### config.mk
export PLATFORM = sky130hd
export DESIGN_NAME = shift_sequencer
export DESIGN_NICKNAME = d
export VERILOG_FILES = /design/src/rtl/shift_sequencer.sv
export SDC_FILE = /design/constraint.sdc
export NUM_CORES = 1
export LEC_CHECK = 0
export CAP_MARGIN = 20
export CORE_MARGIN = 5
export CORE_UTILIZATION = 44
export CTS_CLUSTER_DIAMETER = 100
export CTS_CLUSTER_SIZE = 12
export DETAILED_ROUTE_END_ITERATION = 6
export GPL_TIMING_DRIVEN = 0
export PLACE_DENSITY = 0.77
export SYNTH_ARGS = -nofsm -noshare
export SYNTH_HDL_FRONTEND = slang
export SYNTH_SLANG_ARGS = --single-unit
### constraint.sdc
create_clock -name clk -period 2.4 [get_ports clk]
set_input_delay 0.72 -clock clk [delete_from_list [all_inputs] [get_ports clk]]
set_output_delay 0.72 -clock clk [all_outputs]
set_load 0.02 [all_outputs]
### src/rtl/shift_sequencer.sv
// Command sequencer driving s/P of a shift register and capturing D.
// Optional D-vs-model checker: define SHIFT_SEQ_CHECK_EN.
module shift_sequencer #(
  parameter int WIDTH = 4,
  parameter int CNT_W = 3
) (
  input  logic             clk,
  input  logic             rst_n,
  input  logic             cmd_valid,
  output logic             cmd_ready,
  input  logic [WIDTH-1:0] cmd_data,
  input  logic             cmd_dir,
  input  logic [CNT_W-1:0] cmd_count,
  output logic [WIDTH-1:0] P,
  output logic [1:0]       s,
  input  logic [WIDTH-1:0] D,
  output logic [WIDTH-1:0] res_data,
  output logic             done,
  output logic             busy,
  output logic             err
);

  typedef enum logic [1:0] {
    IDLE,
    LOAD,
    SHIFT,
    CAPTURE
  } state_e;

  state_e           state_q, state_d;
  logic [WIDTH-1:0] data_q, data_d;
  logic             dir_q, dir_d;
  logic [CNT_W-1:0] cnt_q, cnt_d;
  logic [1:0]       s_q, s_d;
  logic [WIDTH-1:0] res_q, res_d;
  logic             done_q, done_d;

  assign cmd_ready = (state_q == IDLE);
  assign busy      = (state_q != IDLE);
  assign P         = data_q;
  assign s         = s_q;
  assign res_data  = res_q;
  assign done      = done_q;

  // Next state, latched command, and registered s/result/done.
  always_comb begin
    state_d = state_q;
    data_d  = data_q;
    dir_d   = dir_q;
    cnt_d   = cnt_q;
    res_d   = res_q;
    done_d  = 1'b0;
    s_d     = 2'd0;
    unique case (state_q)
      IDLE: begin
        if (cmd_valid) begin
          data_d  = cmd_data;
          dir_d   = cmd_dir;
          cnt_d   = cmd_count;
          state_d = LOAD;
        end
      end
      LOAD: begin
        state_d = (cnt_q != '0) ? SHIFT : CAPTURE;
      end
      SHIFT: begin
        cnt_d = cnt_q - 1'b1;
        if (cnt_q == CNT_W'(1)) state_d = CAPTURE;
      end
      CAPTURE: begin
        res_d   = D;
        done_d  = 1'b1;
        state_d = IDLE;
      end
      default: state_d = IDLE;
    endcase
    unique case (state_d)
      LOAD:    s_d = 2'd2;
      SHIFT:   s_d = dir_d ? 2'd3 : 2'd1;
      default: s_d = 2'd0;
    endcase
  end

  // State and output registers with synchronous reset.
  always_ff @(posedge clk) begin
    if (!rst_n) begin
      state_q <= IDLE;
      data_q  <= '0;
      dir_q   <= 1'b0;
      cnt_q   <= '0;
      s_q     <= 2'd0;
      res_q   <= '0;
      done_q  <= 1'b0;
    end else begin
      state_q <= state_d;
      data_q  <= data_d;
      dir_q   <= dir_d;
      cnt_q   <= cnt_d;
      s_q     <= s_d;
      res_q   <= res_d;
      done_q  <= done_d;
    end
  end

`ifdef SHIFT_SEQ_CHECK_EN
  logic [WIDTH-1:0] model_q, model_d;
  logic             err_q, err_d;

  // Shadow of the shift register; flag a sticky error on capture mismatch.
  always_comb begin
    model_d = model_q;
    err_d   = err_q;
    unique case (state_q)
      LOAD:  model_d = data_q;
      SHIFT: model_d = dir_q ? {model_q[WIDTH-2:0], 1'b0}
                             : {1'b0, model_q[WIDTH-1:1]};
      CAPTURE: if (D != model_q) err_d = 1'b1;
      default: ;
    endcase
  end

  // Model and error registers.
  always_ff @(posedge clk) begin
    if (!rst_n) begin
      model_q <= '0;
      err_q   <= 1'b0;
    end else begin
      model_q <= model_d;
      err_q   <= err_d;
    end
  end

  assign err = err_q;
`else
  assign err = 1'b0;
`endif

endmodule

==> impl_results.md <==
* H-tree Lvls at 1
* CP Max Fanout at 5
* Worst Reg2Reg Path Length in Cells at 10
* GPL Wtd Cong at 0.681
* Initial antenna violation count at 0
* Dpl ws at -183 ps
* Setup violators final at 0
* Endpoint, Worst Hold: P[2]$_SDFFE_PN0P_
* CP Class: flop to output port
* Clock Latency Late Sink at 280 ps
* Status: complete, no violations
* Leak at 0.000501 uW
* Post-DP HPWL at 1380 um
* Placed Area at 0.00118 mm2
* Final Hold Viols at 0
* Number of max-cap violations at 0
* DIE AREA at 0.00299 mm2
* Area grow syn2layout at 37.3%
* CTS tree: built
* Post-Syn Area at 880 um2
* Core Region at 0.00194 mm2
* Num rows at 16
* Synth area leaders: dfxtp_1 (39%), ha_1 (14%), nor2b_1 (7.1%)
* # nets final at 151
* RSZ-0062 raised after global routing: false
* Pin count of the biggest net entering global routing at 11
* Reg2Reg Launch Point: state_q[0]$_SDFF_PN0_
* Startpoint Class: flop
* Global Route Usage Sum at 0.131
* Worst hold path depth at 2
* CTS root buffer: clkbuf_4
* Setup TNS at 0 ps
* Syn_area_per_cell at 9.36 um2
* Post-Syn Nets at 119
* Clock slew at the register clock pins of the worst setup and hold paths at 90 ps
* Pwr/cell area at 541 mW/mm2
* Final Cell Area at 0.00121 mm2
* PortBufs at 27
* TritonCTS Buffers at 3
* Fill count at 181
* DR iter-0 viols at 5
* Post-route DRC at 0
* Highest Clock Rate at 0.439 GHz
* Via density at 4.68
* Yosys reg bits at 17
* Worst hold start: P[2]$_SDFFE_PN0P_
* Layout cells sized above 1 at 0.0720
* Ant. Diodes at 0
* Antenna Nets Post-Route at 0
* CP required at 1680 ps
* # IOs at 29
* R2R Setup Slk at 360 ps
* Synth Instances at 94
* Seq/Total Area, Yosys at 0.387
* Die H at 54.7 um
* Synthesis Warnings at 0
* Netlist cell types at 27
* Hold WC Path Type: flop to flop
* Period utilization at 0.950
* Critical path arrival at 1560 ps
* Final Max Slew Viols at 0
* Clock Skew at 2.95 ps
* Die Wd at 54.7 um
* Initial Utilization at 0.453
* Top-area cell type share of the netlist area at 0.387
* Post-CTS Setup Bufs at 0
* Final hold slack at 455 ps
* Vias at 711
* Minimum clock period at 2280 ps
* Critical Path End Type: output port
* Peak VDD IR at 0.000338 V
* Congestion Overflow GR at 0
* Final Worst Setup Slack at 120 ps
* First-pass GRT wire length at 2840 um
* Synth area leader: dfxtp_1
* Vias in the first global route at 700
* Clk sinks at 17
* Final WL at 1730 um
* Router iterations before antenna repair at 2
* RR Endpoint: s[1]$_SDFF_PN0_
* Routed length per instance at 11.4 um
* Number of hold buffers added after CTS at 0
* Clk buf depth at 2
[worst max-delay path: stages, from the launching register on]
cell and delay (ps):
dfxtp_1 420, inv_1 90, ha_1 230, clkdlybuf4s50_1 540
[cells by family after synthesis]
logic type	after synthesis	synth area share
AO/OA/AOI/OAI	17	0.141
adder cells (fa/ha/maj)	10	0.142
buffers and inverters	11	0.0612
flip-flops	17	0.387
multiplexers	6	0.0725
other	1	0.00426
AND/OR/NAND/NOR	32	0.192
[per-stage QoR]
step | power [uW] | util | cells
3_5_place_dp | 519 | 0.610 | 148
5_1_grt | 703 | 0.622 | 152
6_report | 653 | 0.622 | 152
4_1_cts | 666 | 0.622 | 152
2_1_floorplan | 440 | - | 94
3_3_place_gp | 512 | 0.610 | 148
[worst max path at each step]
stage / cells past startpoint / endpoint / from
floorplan: 10 / s[1]$_SDFF_PN0_ / state_q[0]$_SDFF_PN0_
global placement: 8 / s[1]$_SDFF_PN0_ / cmd_valid
detailed placement: 8 / s[1]$_SDFF_PN0_ / cmd_valid
CTS: 5 / busy / state_q[0]$_SDFF_PN0_
global route: 3 / cmd_ready / state_q[0]$_SDFF_PN0_
finish: 3 / cmd_ready / state_q[0]$_SDFF_PN0_
[cells in the mapped netlist]
| master | number |
|---|---|
| a211o_1 | 1 |
| a21boi_1 | 6 |
| a21boi_2 | 1 |
| a21o_1 | 1 |
| a21oi_1 | 1 |
| and2_1 | 3 |
| and3b_1 | 1 |
| buf_4 | 1 |
| buf_6 | 1 |
| clkbuf_1 | 2 |
| clkbuf_2 | 1 |
| conb_1 | 1 |
| dfxtp_1 | 17 |
| ha_1 | 10 |
| inv_1 | 6 |
| mux2i_1 | 5 |
| mux2i_2 | 1 |
| nand2_1 | 10 |
| nand2b_1 | 1 |
| nand3_1 | 4 |
| nand3b_1 | 1 |
| nor2_1 | 2 |
| nor2b_1 | 10 |
| o211ai_1 | 1 |
| o21ai_1 | 4 |
| o311a_1 | 1 |
| o31a_1 | 1 |
[per-layer routing]
layer	wire, um	share of wire	global-route usage
met2	820	0.47	0.228
met3	113	0.065	0.0272
met1	775	0.45	0.160
met5	0	0	0
met4	21	0.012	0.0373
[where the power goes]
part	leakage [uW]	switching (uW)	total (uW)	internal, uW
Combinational	0.000347	97.1	193	96.0
Clock	0.0000150	82.3	147	64.4
Sequential	0.000139	11.6	313	302
Total	0.000501	191	653	462
[sequential cells by signal (all words and copies together) (netlist names)]
| signal | cells |
|---|---|
| P | 4 |
| res_data | 4 |
| cnt_q | 3 |
| s | 2 |
| state_q | 2 |
| dir_q | 1 |
| done | 1 |
[layout make-up]
type                       instances  area, um2  area share
buffer                             5       31.3      0.0259
clock buffer                       4       26.3      0.0218
inverter                           6       22.5      0.0187
multi-input combinational         66        485       0.402
sequential                        17        340       0.282
tap                               27       33.8      0.0280
timing repair buffer              27        268       0.222
[cells in the final DEF (no fill, tap or decap), types with 2 or more instances in the layout]
master | netlist | final
clkdlybuf4s50_1 | 0 | 25
dfxtp_1 | 17 | 17
nand2_1 | 10 | 10
nor2b_1 | 10 | 10
ha_1 | 10 | 10
inv_1 | 6 | 6
a21boi_1 | 6 | 6
mux2i_1 | 5 | 5
o21ai_1 | 4 | 4
nand3_1 | 4 | 4
and2_1 | 3 | 3
clkbuf_1 | 2 | 3
clkbuf_4 | 0 | 3
clkbuf_2 | 1 | 2
nor2_1 | 2 | 2
[timing repair]
action	CTS	global route
cloned	0	0
setup endpoints to repair	1	2
resized for setup	1	3
Power figures use the tool's default switching activity.
